### src/rtl/cpu_clock_ctrl_pkg.sv
// Shared types and constants for the CPU run/step clock controller.
package cpu_clock_ctrl_pkg;

   typedef enum logic [1:0] {
      M_HALT      = 2'd0,
      M_RUN       = 2'd1,
      M_STEP      = 2'd2,
      M_RUN_TO_BP = 2'd3
   } mode_e;

   typedef enum logic [1:0] {
      S_IDLE    = 2'd0,
      S_HIGH    = 2'd1,
      S_LOW     = 2'd2,
      S_BP_HALT = 2'd3
   } state_e;

   localparam int PHASE_W = 16;

endpackage

### src/rtl/cpu_clock_ctrl_key_debounce.sv
// Step pushbutton conditioning: 2-flop synchronizer, level debounce, and a
// one-cycle press pulse on each accepted high-to-low transition.
module key_debounce #(
   parameter int DEB_CYCLES = 500000
) (
   input  logic clk_i,
   input  logic rst_ni,
   input  logic key_n_i,
   output logic press_o
);

   localparam int CW = (DEB_CYCLES > 1) ? $clog2(DEB_CYCLES) : 1;
   localparam logic [CW-1:0] CNT_LAST = CW'(DEB_CYCLES - 1);

   logic          sync1_q, sync2_q;
   logic          deb_q, deb_d;
   logic          press_q;
   logic [CW-1:0] cnt_q, cnt_d;

   // Counter tracks consecutive samples that disagree with the accepted level.
   always_comb begin
      deb_d = deb_q;
      cnt_d = '0;
      if (sync2_q != deb_q) begin
         if (cnt_q == CNT_LAST) deb_d = sync2_q;
         else                   cnt_d = cnt_q + 1'b1;
      end
   end

   always_ff @(posedge clk_i or negedge rst_ni) begin
      if (!rst_ni) begin
         sync1_q <= 1'b1;
         sync2_q <= 1'b1;
         deb_q   <= 1'b1;
         cnt_q   <= '0;
         press_q <= 1'b0;
      end else begin
         sync1_q <= key_n_i;
         sync2_q <= sync1_q;
         deb_q   <= deb_d;
         cnt_q   <= cnt_d;
         press_q <= deb_q & ~deb_d;
      end
   end

   assign press_o = press_q;

endmodule

### src/rtl/cpu_clock_ctrl.sv
// Sequenced CPU clock generator: free run, debounced N-cycle step, and
// run-to-breakpoint on PC match, with status for LEDs / HEX mux.
module cpu_clock_ctrl
   import cpu_clock_ctrl_pkg::*;
#(
   parameter int DEB_CYCLES = 500000,
   parameter int CNT_W      = 16
) (
   input  logic             CLOCK_50,
   input  logic             reset_n,
   input  logic [1:0]       mode,
   input  logic [3:0]       div_sel,
   input  logic             step_key,
   input  logic [CNT_W-1:0] run_count,
   input  logic [31:0]      pc,
   input  logic [31:0]      bp_addr,
   output logic             clockCPU,
   output logic             cpu_busy,
   output logic             bp_hit,
   output logic [31:0]      cycle_count,
   output logic [1:0]       state
);

   state_e             state_q, state_d;
   logic [PHASE_W-1:0] phase_q, phase_d;
   logic [CNT_W-1:0]   rem_q, rem_d;
   logic [31:0]        cycle_q, cycle_d;
   logic               clk_q;

   mode_e              mode_w;
   logic               press;
   logic               decide, issue;
   logic [CNT_W-1:0]   avail;
   logic [CNT_W-1:0]   step_load;
   logic [PHASE_W-1:0] half_len;

   key_debounce #(.DEB_CYCLES(DEB_CYCLES)) u_key (
      .clk_i   (CLOCK_50),
      .rst_ni  (reset_n),
      .key_n_i (step_key),
      .press_o (press)
   );

   assign mode_w    = mode_e'(mode);
   assign step_load = (run_count == '0) ? CNT_W'(1) : run_count;
   // Phase length is sampled here each time a phase is entered.
   assign half_len  = (PHASE_W'(1) << div_sel) - PHASE_W'(1);

   always_comb begin
      state_d = state_q;
      phase_d = phase_q;
      rem_d   = rem_q;
      cycle_d = cycle_q;
      decide  = 1'b0;
      issue   = 1'b0;
      avail   = rem_q;
      case (state_q)
         S_IDLE: begin
            decide = 1'b1;
            if (press && mode_w == M_STEP) avail = step_load;
         end
         S_HIGH: begin
            if (phase_q == '0) begin
               state_d = S_LOW;
               phase_d = half_len;
            end else begin
               phase_d = phase_q - 1'b1;
            end
         end
         S_LOW: begin
            if (phase_q == '0) decide  = 1'b1;
            else               phase_d = phase_q - 1'b1;
         end
         S_BP_HALT: begin
            if (mode_w != M_RUN_TO_BP) state_d = S_IDLE;
         end
         default: state_d = S_IDLE;
      endcase

      if (decide) begin
         state_d = S_IDLE;
         phase_d = '0;
         if (mode_w != M_STEP) rem_d = '0;
         case (mode_w)
            M_RUN: issue = 1'b1;
            M_STEP: begin
               if (avail != '0) begin
                  issue = 1'b1;
                  rem_d = avail - 1'b1;
               end
            end
            // From IDLE the compare is skipped so a halted core can step off the BP.
            M_RUN_TO_BP: begin
               if (state_q == S_LOW && pc == bp_addr) state_d = S_BP_HALT;
               else                                   issue   = 1'b1;
            end
            default: ;
         endcase
         if (issue) begin
            state_d = S_HIGH;
            phase_d = half_len;
            cycle_d = cycle_q + 32'd1;
         end
      end
   end

   always_ff @(posedge CLOCK_50 or negedge reset_n) begin
      if (!reset_n) begin
         state_q <= S_IDLE;
         phase_q <= '0;
         rem_q   <= '0;
         cycle_q <= '0;
         clk_q   <= 1'b0;
      end else begin
         state_q <= state_d;
         phase_q <= phase_d;
         rem_q   <= rem_d;
         cycle_q <= cycle_d;
         clk_q   <= (state_d == S_HIGH);
      end
   end

   assign clockCPU    = clk_q;
   assign cpu_busy    = (state_q == S_HIGH) || (state_q == S_LOW);
   assign bp_hit      = (state_q == S_BP_HALT);
   assign cycle_count = cycle_q;
   assign state       = state_q;

endmodule

### config.mk
export PLATFORM = sky130hd
export DESIGN_NAME = cpu_clock_ctrl
export DESIGN_NICKNAME = d
export VERILOG_FILES = /design/src/rtl/cpu_clock_ctrl_pkg.sv /design/src/rtl/cpu_clock_ctrl_key_debounce.sv /design/src/rtl/cpu_clock_ctrl.sv
export SDC_FILE = /design/constraint.sdc
export NUM_CORES = 1
export LEC_CHECK = 0
export CAP_MARGIN = 15
export CORE_AREA = 2 2 116 118
export CTS_BUF_LIST = sky130_fd_sc_hd__clkbuf_4
export DETAILED_ROUTE_END_ITERATION = 8
export DIE_AREA = 0 0 118 120
export GPL_ROUTABILITY_DRIVEN = 0
export GPL_TIMING_DRIVEN = 0
export PLACE_DENSITY = 0.69
export SYNTH_ARGS = -nofsm -noshare
export SYNTH_HDL_FRONTEND = slang
export SYNTH_SLANG_ARGS = --single-unit
### constraint.sdc
create_clock -name CLOCK_50 -period 8.65 [get_ports CLOCK_50]
set_input_delay 0.865 -clock CLOCK_50 [delete_from_list [all_inputs] [get_ports CLOCK_50]]
set_output_delay 0.865 -clock CLOCK_50 [all_outputs]
set_load 0.01 [all_outputs]
==> key figures <==
Detailed routing
  – DR iter-0 viols: ~460
  – Vias: 5,446
  – Drt wl/cell: between 15 and 20 um
  – Drt pass-1 iters: 5
  – Antenna viol nets, final: 0
  – Drt total wl: roughly 15,000 um
  – DRC: 0
  – Avg Vias per Cell: between 5 and 6

Worst setup path
  – Crit path capture type: register
  – Worst R2R Setup Slack: 4.45 ns
  – CP required: 8.94 ns
  – Reg2Reg Launch Point: state[0]
  – CP arrival: 4.50 ns
  – CP startpoint kind: primary input
  – RR Endpoint: phase_q[0]
  – Reg2Reg Depth: 14
  – Worst setup path category: primary input to register
  – Worst Path Max Fanout: 10

Synth
  – Yosys reg bits: 90
  – Top FF cell, synth: dfrtp_1
  – Async set-reset flop share out of synthesis: 1.00
  – Distinct cells, synth: 66
  – Total of warnings raised by yosys: 0
  – Cell Area, Synth: around 5700 um^2
  – Sequential area share after synthesis: 0.393
  – Top cell type by total area after synthesis: dfrtp_1
  – Top cell type's share of synthesized area: 0.379
  – Post-synth EDFFs: 0
  – Synth top area cells: dfrtp_1 (38%), xor2_1 (9.3%), xnor2_1 (4.7%)
  – Synth Area per Inst: around 9.0 um^2
  – Syn Nets: 734
  – Syn Inst Count: 635

STA
  – RSZ-0062 raised after global routing: false
  – Least-Margin Pin Slew: approximately 0.94 ns
  – Clock Skew: 0.0219 ns
  – Period utilization: 0.486
  – Tmin final: around 4.2 ns
  – Worst rel slew slack: 0.367
  – Pins over their slew limit: 0
  – Peak Freq: approximately 240 MHz
  – Hold Fails Final Rpt: 0
  – Setup TNS: 0 ns
  – Setup-failing EPs final: 0

Place
  – PortBufs: 124
  – Dpl hpwl: approximately 12,000 um
  – Placed insts: approximately 940
  – DP Area: slightly above 7000 um^2

Power
  – Power Density: 239 nW/um^2
  – Clk pwr share: 0.140
  – Int Power: between 0.9 and 1 mW
  – Worst IR Drop VDD: 105 uV
  – Sw Pwr: approximately 0.77 mW
  – Combinational group share of total power: 0.517
  – Sequential power share: 0.343
  – Sw frac: 0.439
  – Lkg Pwr: 3.07 nW

Clock tree
  – Clock buffer count from CTS: 9
  – Post-cts sizing count: 0
  – Clk slew on worst S/H paths: around 0.14 ns
  – Worst skew pair latency: 0.46 ns
  – H-tree depth: 3
  – Clock buffer depth: 2
  – CTS root buf: clkbuf_4
  – CTS tree: done
  – CTS sink count: 90
  – Hold_buf cts: 0
  – Setup Buffers After CTS: 0

Floorplanning
  – IO Pins: ~130
  – Die width: around 120 um
  – Die area: 14,200 um^2
  – FP Rows: 42
  – Initial Utilization: 0.443
  – Die Y: between 100 and 150 um
  – CORE AREA: between 10,000 and 15,000 um^2

Layout
  – Layout Cells excl Fill: between 900 and 1,000
  – Final net count: 870
  – Fill cells: 1,208
  – Area Growth Syn to Fin: 28.4%
  – Final instance area: 7370 um^2
  – Commonest non-fill, non-tap cell in the layout: clkdlybuf4s50_1
  – Commonest non-fill, non-tap cells in the layout: clkdlybuf4s50_1 (123), dfrtp_1 (87), nor2_1 (64), xor2_1 (61), nand2_1 (40)
  – Share of cells above drive strength 1: 0.0670

Global route
  – GRT Residual Overflow: 0
  – Largest net degree at the start of global routing: 48
  – Gr usage total: 0.223
  – Vias in the first global route: between 5,000 and 6,000
  – Initial antenna violation count: 1
  – Global-route wire length before repair: between 20,000 and 30,000 um

Worst hold path
  – Hold Path Depth: 0
  – Worst hold endpoint: u_key.sync2_q
  – Worst Hold Class: register to register
  – Hold Path Origin: u_key.sync1_q

Flow run
  – Maxcap violations: 0

Status
  – Status: finished, final reports clean
## power groups by stage
| stage | clock network (mW) | logic [mW] | registers (mW) |
|---|---|---|---|
| after CTS | 0.252 | 0.906 | 0.600 |
| after detailed placement | 0 | 0.902 | 0.609 |
| after global placement | 0 | 0.871 | 0.603 |
| final | 0.246 | 0.910 | 0.604 |
| after global routing | 0.270 | 1.02 | 0.617 |
| after floorplan | 0 | 0.640 | 0.591 |
## worst max-delay path by stage
stage	endpoint	start	cells past startpoint
floorplan	cycle_count[15]	run_count[2]	14
finish	phase_q[0]	mode[0]	12
global placement	phase_q[7]	reset_n	1
detailed placement	phase_q[0]	mode[0]	12
global route	phase_q[6]	state[0]	14
CTS	phase_q[0]	state[0]	14
## state kept, by name, summed over array words and instances (netlist names)
register and flops:
phase_q 16, u_key.sync1_q 1, clockCPU 1, cycle_count 32
state 2, u_key.sync2_q 1, u_key.cnt_q 19, u_key.deb_q 1
u_key.press_o 1, rem_q 16
## cells in the mapped netlist, drive strengths merged (3+ instances only)
library cell and number:
dfrtp 87, nor2 64, xor2 61, nand2 40, o21ai 35, nand3 33, nor3 33, xnor2 31
a21oi 25, nor4 24, nand4 20, clkbuf 17, and3 14, inv 12, a22o 10, ha 10
or3 9, buf 8, nand2b 8, or2 8, and4 6, o221ai 6, o22ai 6, a31oi 4
mux2i 4, nor2b 4, o31ai 4, dfstp 3, nand3b 3, nor3b 3, o21a 3, o31a 3
## stage by stage
step	utilization	total power [mW]	worst slack (ns)	hold slack [ns]
2_1_floorplan	-	1.23	5.43	0.345
3_3_place_gp	0.555	1.47	3.35	0.348
3_5_place_dp	0.557	1.51	4.06	0.348
4_1_cts	0.568	1.76	4.52	0.367
5_1_grt	0.568	1.90	4.18	0.369
6_report	0.568	1.76	4.45	0.366
## metal layers
layer	GRT usage	wire length, um	vias to the layer above	share of wire
met4	0.0768	208	0	0.013
met3	0.0523	1150	24	0.074
li1	-	-	2590	-
met5	0	0	-	0
met2	0.370	7340	252	0.47
met1	0.286	6760	2580	0.44
## logic make-up after synthesis
logic type               after synthesis  synth area share
AO/OA/AOI/OAI                        120             0.139
multiplexers                           5           0.00893
AND/OR/NAND/NOR                      280             0.269
buffers and inverters                 38            0.0283
adder cells (fa/ha/maj)               10            0.0218
XOR/XNOR                              92             0.140
flip-flops                            90             0.393
## area by class of cell
class | instances | area (um^2) | share of cell area
multi-input combinational | 507 | 3330 | 0.451
sequential | 90 | 2260 | 0.306
timing repair buffer | 125 | 1270 | 0.172
tap | 176 | 220 | 0.0299
buffer | 25 | 114 | 0.0154
clock buffer | 10 | 75.1 | 0.0102
clock inverter | 6 | 65.1 | 0.00882
inverter | 13 | 48.8 | 0.00662
antenna | 1 | 2.50 | 0.000339
## critical path, cell delays in order
cell	delay, ns
clkdlybuf4s50_1	0.60
nand4b_1	0.39
clkbuf_1	0.47
nor2_1	0.11
a21oi_1	0.20
ha_1	0.21
nand4_1	0.10
a22o_1	0.29
a21oi_1	0.27
nor2_1	0.13
o21ai_0	0.61
o221ai_1	0.24
Power figures use the tool's default switching activity.
